<file path="config.mk">
export PLATFORM = sky130hd
export DESIGN_NAME = weapon_controller_flat
export DESIGN_NICKNAME = d
export VERILOG_FILES = /design/src/rtl/weapon_controller_if.sv /design/src/rtl/weapon_controller.sv /design/src/flat_wrapper.sv
export SDC_FILE = /design/constraint.sdc
export NUM_CORES = 1
export LEC_CHECK = 0
export CAP_MARGIN = 20
export CORE_AREA = 2 2 149 114
export DETAILED_ROUTE_END_ITERATION = 10
export DIE_AREA = 0 0 151 116
export GPL_TIMING_DRIVEN = 0
export SLEW_MARGIN = 5
export SYNTH_ARGS = -nofsm -noshare
export SYNTH_HDL_FRONTEND = slang
export SYNTH_SLANG_ARGS = --single-unit
</file>
<file path="constraint.sdc">
create_clock -name clk -period 9.65 [get_ports clk]
set_input_delay 1.93 -clock clk [delete_from_list [all_inputs] [get_ports clk]]
set_output_delay 1.93 -clock clk [all_outputs]
set_load 0.02 [all_outputs]
</file>
<file path="src/rtl/weapon_controller_if.sv">
// rtl/weapon_controller_if.sv - key inputs, weapon select and shot/aim outputs of weapon_controller
interface weapon_controller_if;
  logic        key_cw_n;
  logic        key_ccw_n;
  logic        key_fire_n;
  logic [1:0]  sw_type;
  logic        outgoing_projectiles;
  logic [3:0]  hit_angle;
  logic [1:0]  shootingtype;
  logic        busy;
  logic [1:0]  beam_left;
  logic [15:0] shot_count;

  modport master (
    output key_cw_n, key_ccw_n, key_fire_n, sw_type,
    input  outgoing_projectiles, hit_angle, shootingtype, busy, beam_left, shot_count
  );

  modport slave (
    input  key_cw_n, key_ccw_n, key_fire_n, sw_type,
    output outgoing_projectiles, hit_angle, shootingtype, busy, beam_left, shot_count
  );
endinterface

</file>
<file path="src/rtl/weapon_controller.sv">
// rtl/weapon_controller.sv - debounced aim/fire keys driving an IDLE/FIRE/COOLDOWN shot FSM
// SHOT_COOLDOWN_EN defined: COOLDOWN_CYCLES-long cooldown after each shot; undefined: FIRE returns to IDLE.
module weapon_controller #(
  parameter int unsigned DEBOUNCE_CYCLES = 1250000,
  parameter int unsigned COOLDOWN_CYCLES = 12500000,
  parameter int unsigned BEAM_CHARGES    = 3
) (
  input  logic                  clk,
  input  logic                  reset,
  weapon_controller_if.slave    bus
);

  localparam int DB_W = $clog2(DEBOUNCE_CYCLES + 1);

  typedef enum logic [1:0] {IDLE, FIRE, COOLDOWN} state_t;

  state_t state_q, state_d;

  // key bit order everywhere: [0] cw, [1] ccw, [2] fire
  logic [2:0]            sync1_q, sync1_d;
  logic [2:0]            sync2_q, sync2_d;
  logic [2:0]            level_q, level_d;
  logic [2:0]            prev_q, prev_d;
  logic [2:0][DB_W-1:0]  db_cnt_q, db_cnt_d;
  logic [2:0]            strobe;

  logic [3:0]  angle_q, angle_d;
  logic [1:0]  stype_q, stype_d;
  logic [1:0]  beam_q, beam_d;
  logic [15:0] shots_q, shots_d;
  logic        fire_ok;
  logic        take_shot;

  always_comb begin
    sync1_d = {bus.key_fire_n, bus.key_ccw_n, bus.key_cw_n};
    sync2_d = sync1_q;
    prev_d  = level_q;
    for (int i = 0; i < 3; i++) begin
      level_d[i]  = level_q[i];
      db_cnt_d[i] = '0;
      if (sync2_q[i] != level_q[i]) begin
        if (db_cnt_q[i] == DB_W'(DEBOUNCE_CYCLES - 1)) begin
          level_d[i] = sync2_q[i];
        end else begin
          db_cnt_d[i] = db_cnt_q[i] + 1'b1;
        end
      end
    end
  end

  assign strobe    = prev_q & ~level_q;
  assign fire_ok   = strobe[2] && (bus.sw_type != 2'b00) &&
                     ((bus.sw_type != 2'b11) || (beam_q != 2'd0));
  assign take_shot = (state_q == IDLE) && fire_ok;

`ifdef SHOT_COOLDOWN_EN
  localparam int CD_W = $clog2(COOLDOWN_CYCLES + 1);
  logic [CD_W-1:0] cd_cnt_q, cd_cnt_d;
  logic            cd_done;

  assign cd_done = (cd_cnt_q == CD_W'(COOLDOWN_CYCLES - 1));

  always_comb begin
    cd_cnt_d = '0;
    if (state_q == COOLDOWN && !cd_done) begin
      cd_cnt_d = cd_cnt_q + 1'b1;
    end
  end

  always_ff @(posedge clk or posedge reset) begin
    if (reset) begin
      cd_cnt_q <= '0;
    end else begin
      cd_cnt_q <= cd_cnt_d;
    end
  end
`endif

  always_ff @(posedge clk or posedge reset) begin
    if (reset) begin
      state_q <= IDLE;
    end else begin
      state_q <= state_d;
    end
  end

  always_comb begin
    state_d = state_q;
    case (state_q)
      IDLE: begin
        if (fire_ok) state_d = FIRE;
      end
`ifdef SHOT_COOLDOWN_EN
      FIRE:     state_d = COOLDOWN;
      COOLDOWN: if (cd_done) state_d = IDLE;
`else
      FIRE:     state_d = IDLE;
      COOLDOWN: state_d = IDLE;
`endif
      default:  state_d = IDLE;
    endcase
  end

  always_comb begin
    bus.outgoing_projectiles = (state_q == FIRE);
    bus.busy                 = (state_q != IDLE);
    bus.hit_angle            = angle_q;
    bus.shootingtype         = stype_q;
    bus.beam_left            = beam_q;
    bus.shot_count           = shots_q;
  end

  // simultaneous cw and ccw strobes cancel
  always_comb begin
    angle_d = angle_q;
    if (strobe[0] && !strobe[1]) angle_d = angle_q + 4'd1;
    else if (strobe[1] && !strobe[0]) angle_d = angle_q - 4'd1;
    stype_d = stype_q;
    beam_d  = beam_q;
    shots_d = shots_q;
    if (take_shot) begin
      stype_d = bus.sw_type;
      shots_d = shots_q + 16'd1;
      if (bus.sw_type == 2'b11) beam_d = beam_q - 2'd1;
    end
  end

  always_ff @(posedge clk or posedge reset) begin
    if (reset) begin
      sync1_q  <= '1;
      sync2_q  <= '1;
      level_q  <= '1;
      prev_q   <= '1;
      db_cnt_q <= '0;
      angle_q  <= '0;
      stype_q  <= '0;
      beam_q   <= 2'(BEAM_CHARGES);
      shots_q  <= '0;
    end else begin
      sync1_q  <= sync1_d;
      sync2_q  <= sync2_d;
      level_q  <= level_d;
      prev_q   <= prev_d;
      db_cnt_q <= db_cnt_d;
      angle_q  <= angle_d;
      stype_q  <= stype_d;
      beam_q   <= beam_d;
      shots_q  <= shots_d;
    end
  end

endmodule

</file>
<file path="src/flat_wrapper.sv">
// flat-port wrapper written by rule: the top's interface ports become plain ports
module weapon_controller_flat 
#(
  parameter int unsigned DEBOUNCE_CYCLES = 1250000,
  parameter int unsigned COOLDOWN_CYCLES = 12500000,
  parameter int unsigned BEAM_CHARGES    = 3
)
  (clk, reset, bus_key_cw_n, bus_key_ccw_n, bus_key_fire_n, bus_sw_type, bus_outgoing_projectiles, bus_hit_angle, bus_shootingtype, bus_busy, bus_beam_left, bus_shot_count);
  weapon_controller_if bus_i ();
  input  logic clk;
  input  logic reset;
  input wire logic [$bits(bus_i.key_cw_n)-1:0] bus_key_cw_n;
  input wire logic [$bits(bus_i.key_ccw_n)-1:0] bus_key_ccw_n;
  input wire logic [$bits(bus_i.key_fire_n)-1:0] bus_key_fire_n;
  input wire logic [$bits(bus_i.sw_type)-1:0] bus_sw_type;
  output wire logic [$bits(bus_i.outgoing_projectiles)-1:0] bus_outgoing_projectiles;
  output wire logic [$bits(bus_i.hit_angle)-1:0] bus_hit_angle;
  output wire logic [$bits(bus_i.shootingtype)-1:0] bus_shootingtype;
  output wire logic [$bits(bus_i.busy)-1:0] bus_busy;
  output wire logic [$bits(bus_i.beam_left)-1:0] bus_beam_left;
  output wire logic [$bits(bus_i.shot_count)-1:0] bus_shot_count;
  assign bus_i.key_cw_n = bus_key_cw_n;
  assign bus_i.key_ccw_n = bus_key_ccw_n;
  assign bus_i.key_fire_n = bus_key_fire_n;
  assign bus_i.sw_type = bus_sw_type;
  assign bus_outgoing_projectiles = bus_i.outgoing_projectiles;
  assign bus_hit_angle = bus_i.hit_angle;
  assign bus_shootingtype = bus_i.shootingtype;
  assign bus_busy = bus_i.busy;
  assign bus_beam_left = bus_i.beam_left;
  assign bus_shot_count = bus_i.shot_count;
  weapon_controller #(.DEBOUNCE_CYCLES(DEBOUNCE_CYCLES), .COOLDOWN_CYCLES(COOLDOWN_CYCLES), .BEAM_CHARGES(BEAM_CHARGES)) u_core (.clk(clk), .reset(reset), .bus(bus_i));
endmodule
</file>
## After elaboration in Yosys (flattened, before gate mapping)

Index checks and enable logic that the tools add are counted.

| storage, ports and cells | value |
|---|---|
| word-level logic and storage cells | 60 |
| input bits | 7 |
| register bits after elaboration | 101 |
| output and inout bits | 26 |

| operators by class | value |
|---|---|
| equal/unequal tests | 10 |
| add/sub/neg operators | 7 |
| mux-type cells | 10 |
| reductions and logical operators | 17 |
| bitwise logic cells | 2 |

Operators by type and width:

| operator | number |
|---|---|
| 21-bit two-way mux | 6 |
| 21-bit by 1-bit adder with 21-bit output (second input constant) | 3 |
| 21-bit equality test (second input constant) | 3 |
| 16-bit by 1-bit adder with 16-bit output (second input constant) | 1 |
| 4-bit two-way mux | 2 |
| 2-bit AND reduction | 4 |
| 2-bit nonzero test | 4 |
| 1-bit logical AND | 5 |
| 4-bit by 1-bit adder with 4-bit output (second input constant) | 1 |
| 2-bit two-way mux | 2 |
| 4-bit by 1-bit subtractor with 4-bit output (second input constant) | 1 |
| 3-bit AND | 1 |
| 1-bit != test | 3 |
| 3-bit NOT | 1 |
| 2-bit by 1-bit equality test with 1-bit output (second input constant) | 1 |
| 2-bit equality test (second input constant) | 1 |
| 1-bit logical NOT | 2 |
| 2-bit logical NOT | 1 |
| 2-bit by 1-bit != test with 1-bit output (second input constant) | 1 |
| 2-bit != test (second input constant) | 1 |
| 2-bit by 1-bit subtractor with 2-bit output (second input constant) | 1 |
| 1-bit logical OR | 1 |

## Depth between registers and ports, before layout

Gate-level depths: netlist of run 1.

| depth | value |
|---|---|
| word-level depth | 6 |
| depth in mapped cells | 8 |
| mapped depth without buffers | 8 |

## Worst setup path before layout of run 1

OpenSTA, ideal clock, no wires.

| path | value |
|---|---|
| path kind | input -> register |
| start | input port bus_sw_type[1] |
| end | register u_core.shots_q[10], in the netlist u_core.bus.shot_count[10] |
| library setup time | 0.132 ns |
| required time | 9.518 ns |
| arrival time | 2.972 ns |
| stages on the path | 5 |
| path buffers | 1 |
| slack | 6.546 ns |
| cells stage by stage | and3_1 -> nor4_1 -> buf_2 -> nand4_1 -> xnor2_1 |

| between the ends | value |
|---|---|
| longest elaborated chain between the ends | 4 |
| elaborated cells between the ends (all ways) | 6 |
| those cells by class | 1 x eq/ne; 5 x reduce/logical |

RTL lines:

| what | RTL line | RTL |
|---|---|---|
| from (decl) | flat_wrapper.sv:15 | `input wire logic [$bits(bus_i.sw_type)-1:0] bus_sw_type;` |
| 2-bit != test / 2-bit nonzero test (equally long branches) | weapon_controller.sv:53, weapon_controller.sv:52 |  |
| 1-bit logical OR / 1-bit logical AND (equally long branches) | weapon_controller.sv:53, weapon_controller.sv:52 |  |
| 1-bit logical AND (*) | weapon_controller.sv:52 | `assign fire_ok = strobe[2] && (bus.sw_type != 2'b00) &&` |
| 1-bit logical AND (*) | weapon_controller.sv:54 | `assign take_shot = (state_q == IDLE) && fire_ok;` |
| to (signal assigned) | weapon_controller.sv:148 | `shots_q <= shots_d;` |
| to (decl) | weapon_controller.sv:30 | `logic [15:0] shots_q, shots_d;` |

Mark *: on every way between the ends. The rest lies on a longest branch, timed or not.
A chain may end at the register's enable or synchronous reset.

## Final worst setup path of run 1

| path | value |
|---|---|
| start | input port bus_sw_type[1] |
| end | register u_core.shots_q[11], in the netlist u_core.bus.shot_count[11] |

The elaborated chain is that of the path after synthesis.

==> results of run 1 <==
==> state kept, by name (all words and copies together), names as in the netlist <==
register	count
u_core.bus.shot_count	16
u_core.prev_q	3
u_core.bus.beam_left	2
u_core.bus.shootingtype	2
u_core.bus.hit_angle	4
u_core.level_q	3
u_core.state_q	1
u_core.sync1_q	3
u_core.db_cnt_q	63
u_core.sync2_q	3
==> worst max-delay path by stage <==
| stage | end | cells after the start | start | slack [ns] |
|---|---|---|---|---|
| 3_3_place_gp | u_core.bus.shot_count[15] | 2 | reset | 3.59 |
| 5_1_grt | u_core.bus.shot_count[12] | 6 | bus_sw_type[1] | 5.94 |
| 2_1_floorplan | u_core.bus.hit_angle[0] | 1 | reset | 5.12 |
| 4_1_cts | u_core.bus.beam_left[0] | 5 | bus_sw_type[1] | 6.12 |
| 6_report | u_core.bus.shot_count[11] | 6 | bus_sw_type[1] | 6.13 |
| 3_5_place_dp | u_core.bus.shot_count[11] | 6 | bus_sw_type[1] | 5.77 |
==> metrics by stage <==
| stage | utilization | worst slack [ns] |
|---|---|---|
| after floorplan | - | 5.12 |
| after global placement | 0.335 | 3.59 |
| after detailed placement | 0.337 | 5.77 |
| after CTS | 0.356 | 6.12 |
| after global routing | 0.356 | 5.94 |
| final | 0.356 | 6.13 |
==> cells in the mapped netlist (all sizes together) (2+ instances only) <==
library cell and n:
nor4 11, nand4 31, inv 18, and2 3, nand2 28, xor2 13
and4 5, ha 8, dfstp 14, o21ai 19, clkbuf 9, nor3 8
and3 10, nand3 17, o31ai 5, mux2i 2, or4 11, mux2 7
nand2b 2, nor2 50, xnor2 42, nor4bb 2, nor3b 2, dfrtp 86
a31o 2, a21oi 25, or3 17, buf 3, nor4b 4
==> kinds of logic (layout without fill, tap and decap cells) <==
family,count (synthesis),in the layout,share of synthesized area
adder cells (fa/ha/maj),9,9,0.0253
multiplexers,9,9,0.0208
AO/OA/AOI/OAI,53,53,0.0614
AND/OR/NAND/NOR,204,204,0.235
buffers and inverters,30,79,0.0250
XOR/XNOR,55,55,0.101
flip-flops,100,100,0.531
==> area by class of cell <==
cell class | instances | area share
clock buffers | 12 | 0.0452
clock inverters | 4 | 0.00993
multi-input cells | 330 | 0.372
well taps | 210 | 0.0463
repair buffers | 33 | 0.0613
inverters | 18 | 0.0124
flip-flops and latches | 100 | 0.444
plain buffers | 12 | 0.00904
==> per-layer routing <==
layer / track usage / vias up
met5: 0 / -
met4: 0.0324 / 0
met3: 0.0311 / 13
met2: 0.180 / 57
met1: 0.161 / 1659
li1: - / 1726
==> cell usage in the layout, fill, tap and decap left out, types with 5 or more instances in the layout <==
cell / instances
and3_1: 9
inv_1: 17
nor2_1: 50
nor3_1: 7
or3_1: 15
or4_1: 11
nor4_1: 11
ha_1: 8
nand4_1: 31
nand3_1: 16
clkdlybuf4s50_1: 32
dfstp_2: 14
dfrtp_1: 86
mux2_2: 7
clkbuf_1: 10
o21ai_0: 19
a21oi_1: 25
nand2_1: 28
xor2_1: 13
o31ai_1: 5
clkbuf_16: 9
xnor2_1: 42
==> power breakdown <==
group | leakage, µW | internal, µW | total [µW] | switching, µW
Combinational | 0.000726 | 9.56 | 27.9 | 18.4
Clock | 0.000153 | 217 | 377 | 159
Sequential | 0.00133 | 426 | 431 | 5.22
==> worst register-to-register path: stages (launching register included) <==
cell,delay [ns]
dfstp_2,0.56
inv_1,0.05
ha_1,0.22
and3_1,0.21
nor4_1,0.48
buf_2,0.31
nand4_1,0.13
xnor2_1,0.17
==> reports/qor.yml, run 1 <==
antenna_found_initial: 0
cts_max_level: 3
synth_area_per_cell_um2: 10.3
gp_congestion: 0.813
wire_per_inst_um: 13.3
ys_types: 41
yosysSeqAreaShare: 0.531
fin_nets: 520
placed_area_um2: 5360
whs_ns: 0.364
path_class: "input pin to flip-flop"
max_freq_ghz: 0.284
max_stage_delay_ns: 0.49
die_w_um: 151
fin_crit_ns: 3.52
endpoint_kind: "flip-flop"
grt_util_all_layers: 0.116
worst_pin_slew_ns: 0.696
n_fill_cell: 1586
ys_dominant_reg_cell: "dfrtp_1"
drt-met1-wl_mm: 4.79
initial_core_util: 0.298
grt_pass1_wl_mm: 16.2
final-max-slew-violation-count: 0
top_layer: "met4"
die-area_um2: 17500
required_ns: 9.87
synth-seq-cells: 100
hold_path_end: "u_core.sync2_q[0]"
clock-sinks: 100
clk_pin_slew_ns: 0.07
min_period_over_period: 0.365
multi_input_area_um2: 2110
p_per_area_nw_per_um2: 147
rr_startpoint: "u_core.bus.beam_left[0]"
rows: 40
reg2reg_depth: 7
tns_ns: 0
core-area_um2: 15900
whs_path_depth: 0
diodes: 0
dr.pass1.iters: 4
finalSetupViolCount: 0
crit_family: "simple AND/OR/NAND/NOR gates"
worstPathArrival_ns: 3.74
r2r_slack_ns: 7.40
worstSkewPairLatency_ns: 0.35
drt_iter0_drc: 207
met3WireLength_um: 368
final_area_um2: 5670
yosys_warnings: 0
via_per_inst: 4.81
area_growth_pct: 19.5
drive_gt1_frac: 0.0982
power.leakage_uw: 0.00221
post_cts_buffers: 0
synth_top_area_share: 0.453
grt_pass1_vias: 3317
wl_met2_mm: 4.31
ctsResizeCount: 0
r2r_end: "u_core.bus.shot_count[11]"
die_h_um: 116
portBuffers: 32
root_buffer: "clkbuf_16"
drv_cap: 0
post-dp-hpwl_mm: 6.72
cts_buffer_depth: 2
path_max_fanout: 10
cts_tree: "built"
yosysTopAreaCell: "dfrtp_1"
rsz0062_at_grt: "no"
vias: 3455
ctsHoldBuffers: 0
relSlewSlack: 0.532
ir_worst_vdd_mv: 0.0742
critPathLaunchType: "input pin"
path_buf_inv: 2
hold_violations: 0
min-delay-start: "u_core.sync1_q[0]"
synth_area_um2: 4750
wirelength_mm: 9.58
drcViolationCount: 0
netlist_top_cells_area: "dfrtp_1 (45%), dfstp_2 (7.7%), xnor2_1 (7.7%), nand4_1 (4.1%), nor2_1 (4.0%)"
ioPinCount: 33
status: "completed"
synth_fp_nets: 476
grt-ovfl-total: 0
power_uw: 835
postSynth.asyncResetShare: 1.00
cts_made_buffers: 9
cpMaxStageDelayCell: "clkdlybuf4s50_1"
finalNonFillerCells: 719
placed_cells: 703
grt_max_degree: 53
crit_chain: "clkdlybuf4s50_1, and3_1, nor4_1, buf_2, nand4_1, xnor2_1"
syn_inst: 460
hp-class: "flip-flop to flip-flop"
synth_edf_count: 0
regArea_um2: 2520
fin_skew_ns: 0.00865
final_antenna_net_count: 0
Power figures use the tool's default switching activity.
==> run 2, diff against run 1 <==
==> constraint.sdc (replaced) <==
create_clock -name clk -period 3.4 [get_ports clk]
set_input_delay 0.68 -clock clk [delete_from_list [all_inputs] [get_ports clk]]
set_output_delay 0.68 -clock clk [all_outputs]
set_load 0.02 [all_outputs]
==> results of run 2 <==
The final DEF is identical to that of run 1. Status: completed.
Main changes from that run: setup slack after placement 5.77 ns -> 0.774 ns; setup slack after layout 6.13 ns -> 1.13 ns; register-to-register setup slack 7.40 ns -> 1.15 ns; total power 835 µW -> 2370 µW; worst IR drop on VDD 0.0742 mV -> 0.211 mV
==> run 3, diff against run 2 <==
==> constraint.sdc (replaced) <==
create_clock -name clk -period 2.2 [get_ports clk]
set_input_delay 0.44 -clock clk [delete_from_list [all_inputs] [get_ports clk]]
set_output_delay 0.44 -clock clk [all_outputs]
set_load 0.02 [all_outputs]
==> run 3 against run 2 <==
Compared with the run above:
- sequential power up 55%
- register-to-register slack worse by 1.1 ns
- utilization up 0.71 points
- clock-buffer cell count down 3
- clock power up 73%
- cell area up 2.0%
- cell count up 0.28%
- highest routed layer unchanged
==> reports/qor.yml, run 3 (synthesis results as in run 1) <==
reg2reg_depth: 6  # -1
max_freq_ghz: 0.473
ctsHoldBuffers: 0  # unchanged
whs_path_depth: 0  # unchanged
fin_crit_ns: 2.12
endpoint_kind: "flip-flop"
met3WireLength_um: 322  # -13%
fin_nets: 522  # +0.38%
grt_max_degree: 31  # -42%
cts_tree: "built"
hold_violations: 0  # unchanged
power.leakage_uw: 0.00225  # +1.9%
die-area_um2: 17500  # unchanged
min-delay-start: "u_core.sync1_q[1]"
drive_gt1_frac: 0.119  # +0.0211
power_uw: 3870
cts_buffer_depth: 2  # unchanged
post-dp-hpwl_mm: 6.92  # +3.0%
ir_worst_vdd_mv: 0.350
p_switching_uw: 822
rr_startpoint: "u_core.db_cnt_q[22]"
regArea_um2: 2520  # unchanged
drv_cap: 0  # unchanged
grt_util_all_layers: 0.116  # +0.000139
cts_max_level: 3  # unchanged
rows: 40  # unchanged
rsz0062_at_grt: "yes"
largest-register: "u_core.db_cnt_q"
largest_reg_flops: 63  # unchanged
core-area_um2: 15900  # unchanged
p_int_uw: 3050
finalSetupViolCount: 0  # unchanged
wl_met2_mm: 4.38  # +1.6%
die_h_um: 116  # unchanged
p_sw_frac: 0.212
multi_input_area_um2: 2140  # +1.3%
portBuffers: 32  # unchanged
vias: 3530  # +2.2%
n_fill_cell: 1588  # +0.13%
root_buffer: "clkbuf_16"
grt-ovfl-total: 0  # unchanged
worst_pin_slew_ns: 0.699  # +0.00291 ns
wire_per_inst_um: 13.3  # -0.49%
clk_pin_slew_ns: 0.07  # about the same
path_class: "flip-flop to flip-flop"
combinationalPowerShare: 0.034  # about the same
r2r_end: "u_core.db_cnt_q[41]"
final_common_cell: "dfrtp_1"
worstSkewPairLatency_ns: 0.34  # about the same
initial_core_util: 0.298  # unchanged
min_period_over_period: 0.962
whs_ns: 0.351  # -0.0135 ns
die_w_um: 151  # unchanged
area_growth_pct: 21.9
r2r_slack_ns: 0.08
hp-class: "flip-flop to flip-flop"
dr.pass1.iters: 5  # +1
required_ns: 2.47
worstPathArrival_ns: 2.39
clock-sinks: 100  # unchanged
diodes: 0  # unchanged
via_per_inst: 4.90  # +1.9%
hold_path_end: "u_core.sync2_q[1]"
cts_made_buffers: 9  # unchanged
grt_pass1_vias: 3409  # +2.8%
final_cell_mix: "dfrtp_1 (86), nor2_1 (50), xnor2_1 (42)"
path_max_fanout: 9  # -1
final_antenna_net_count: 0  # unchanged
top_layer: "met4"
antenna_found_initial: 0  # unchanged
seq_power_share: 0.488  # -0.028
final-max-slew-violation-count: 0  # unchanged
drt_iter0_drc: 235  # +14%
drcViolationCount: 0  # unchanged
ioPinCount: 33  # unchanged
final_util: 0.364  # +0.00707
p_clk_frac: 0.477  # +0.026
status: "completed"
fin_skew_ns: 0.0127  # +0.00403 ns
wirelength_mm: 9.56  # -0.21%
gp_congestion: 0.777  # -4.5%
grt_pass1_wl_mm: 16.3  # +0.43%
p_per_area_nw_per_um2: 669
relSlewSlack: 0.530  # -0.00196
drt-met1-wl_mm: 4.77  # -0.44%
critPathLaunchType: "flip-flop"
run 3: repair_timing:
| item | CTS | global route |
|---|---|---|
| endpoints found under the setup margin | 12 | 55 |
| endpoints found under the hold margin | 0 | 0 |
| setup buffers | 0 | 1 |
| gates cloned | 0 | 0 |
| pin swaps | 0 | 2 |
| resized for setup | 2 | 13 |
run 3: power by group through the flow:
stage          Sequential [µW]  Clock, µW  Combinational (µW)
4_1_cts                   1890       1910                 134
3_5_place_dp              1920          0                 134
5_1_grt                   1890       1990                 154
2_1_floorplan             1920          0                70.1
6_report                  1890       1850                 133
3_3_place_gp              1920          0                 118
run 3: metal layers:
metal / GRT usage / up-vias
met5: 0 / -
met3: 0.0319 / 8
met2: 0.185 / 58
li1: - / 1737
met4: 0.0287 / 0
met1: 0.158 / 1727
run 3: worst max-delay path, cell delays in order (launching register included):
cell and delay, ns:
dfrtp_1 0.39, ha_2 0.22, nand3_2 0.11, or4_1 0.52, buf_2 0.18, or4_1 0.48, a21oi_1 0.15
run 3: worst max path at each step:
stage	cells past startpoint	slack [ns]	to	from
global placement	2	-0.45	u_core.db_cnt_q[54]	reset
CTS	7	0.01	u_core.bus.shot_count[12]	u_core.bus.beam_left[0]
finish	6	0.08	u_core.db_cnt_q[41]	u_core.db_cnt_q[22]
floorplan	6	0.19	u_core.db_cnt_q[41]	u_core.db_cnt_q[21]
global route	6	-0.06	u_core.db_cnt_q[41]	u_core.db_cnt_q[22]
detailed placement	6	-0.23	u_core.bus.shot_count[12]	bus_sw_type[1]
run 3: layout make-up:
class	count	area share
multi-input cells	330	0.369
inverters	18	0.0123
plain buffers	11	0.00952
clock inverters	7	0.0221
flip-flops and latches	100	0.436
clock buffers	9	0.0389
repair buffers	36	0.0670
well taps	210	0.0454
run 3: per-stage QoR:
| step | area, µm² | setup slack, ns | cells | TNS, ns |
|---|---|---|---|---|
| 6_report | 5790 | 0.0842 | 721 | 0 |
| 2_1_floorplan | 4750 | 0.185 | 460 | 0 |
| 3_3_place_gp | 5330 | -0.448 | 702 | -40.62 |
| 4_1_cts | 5750 | 0.0125 | 720 | 0 |
| 5_1_grt | 5790 | -0.0556 | 721 | -0.0572 |
| 3_5_place_dp | 5390 | -0.226 | 705 | -2.04 |
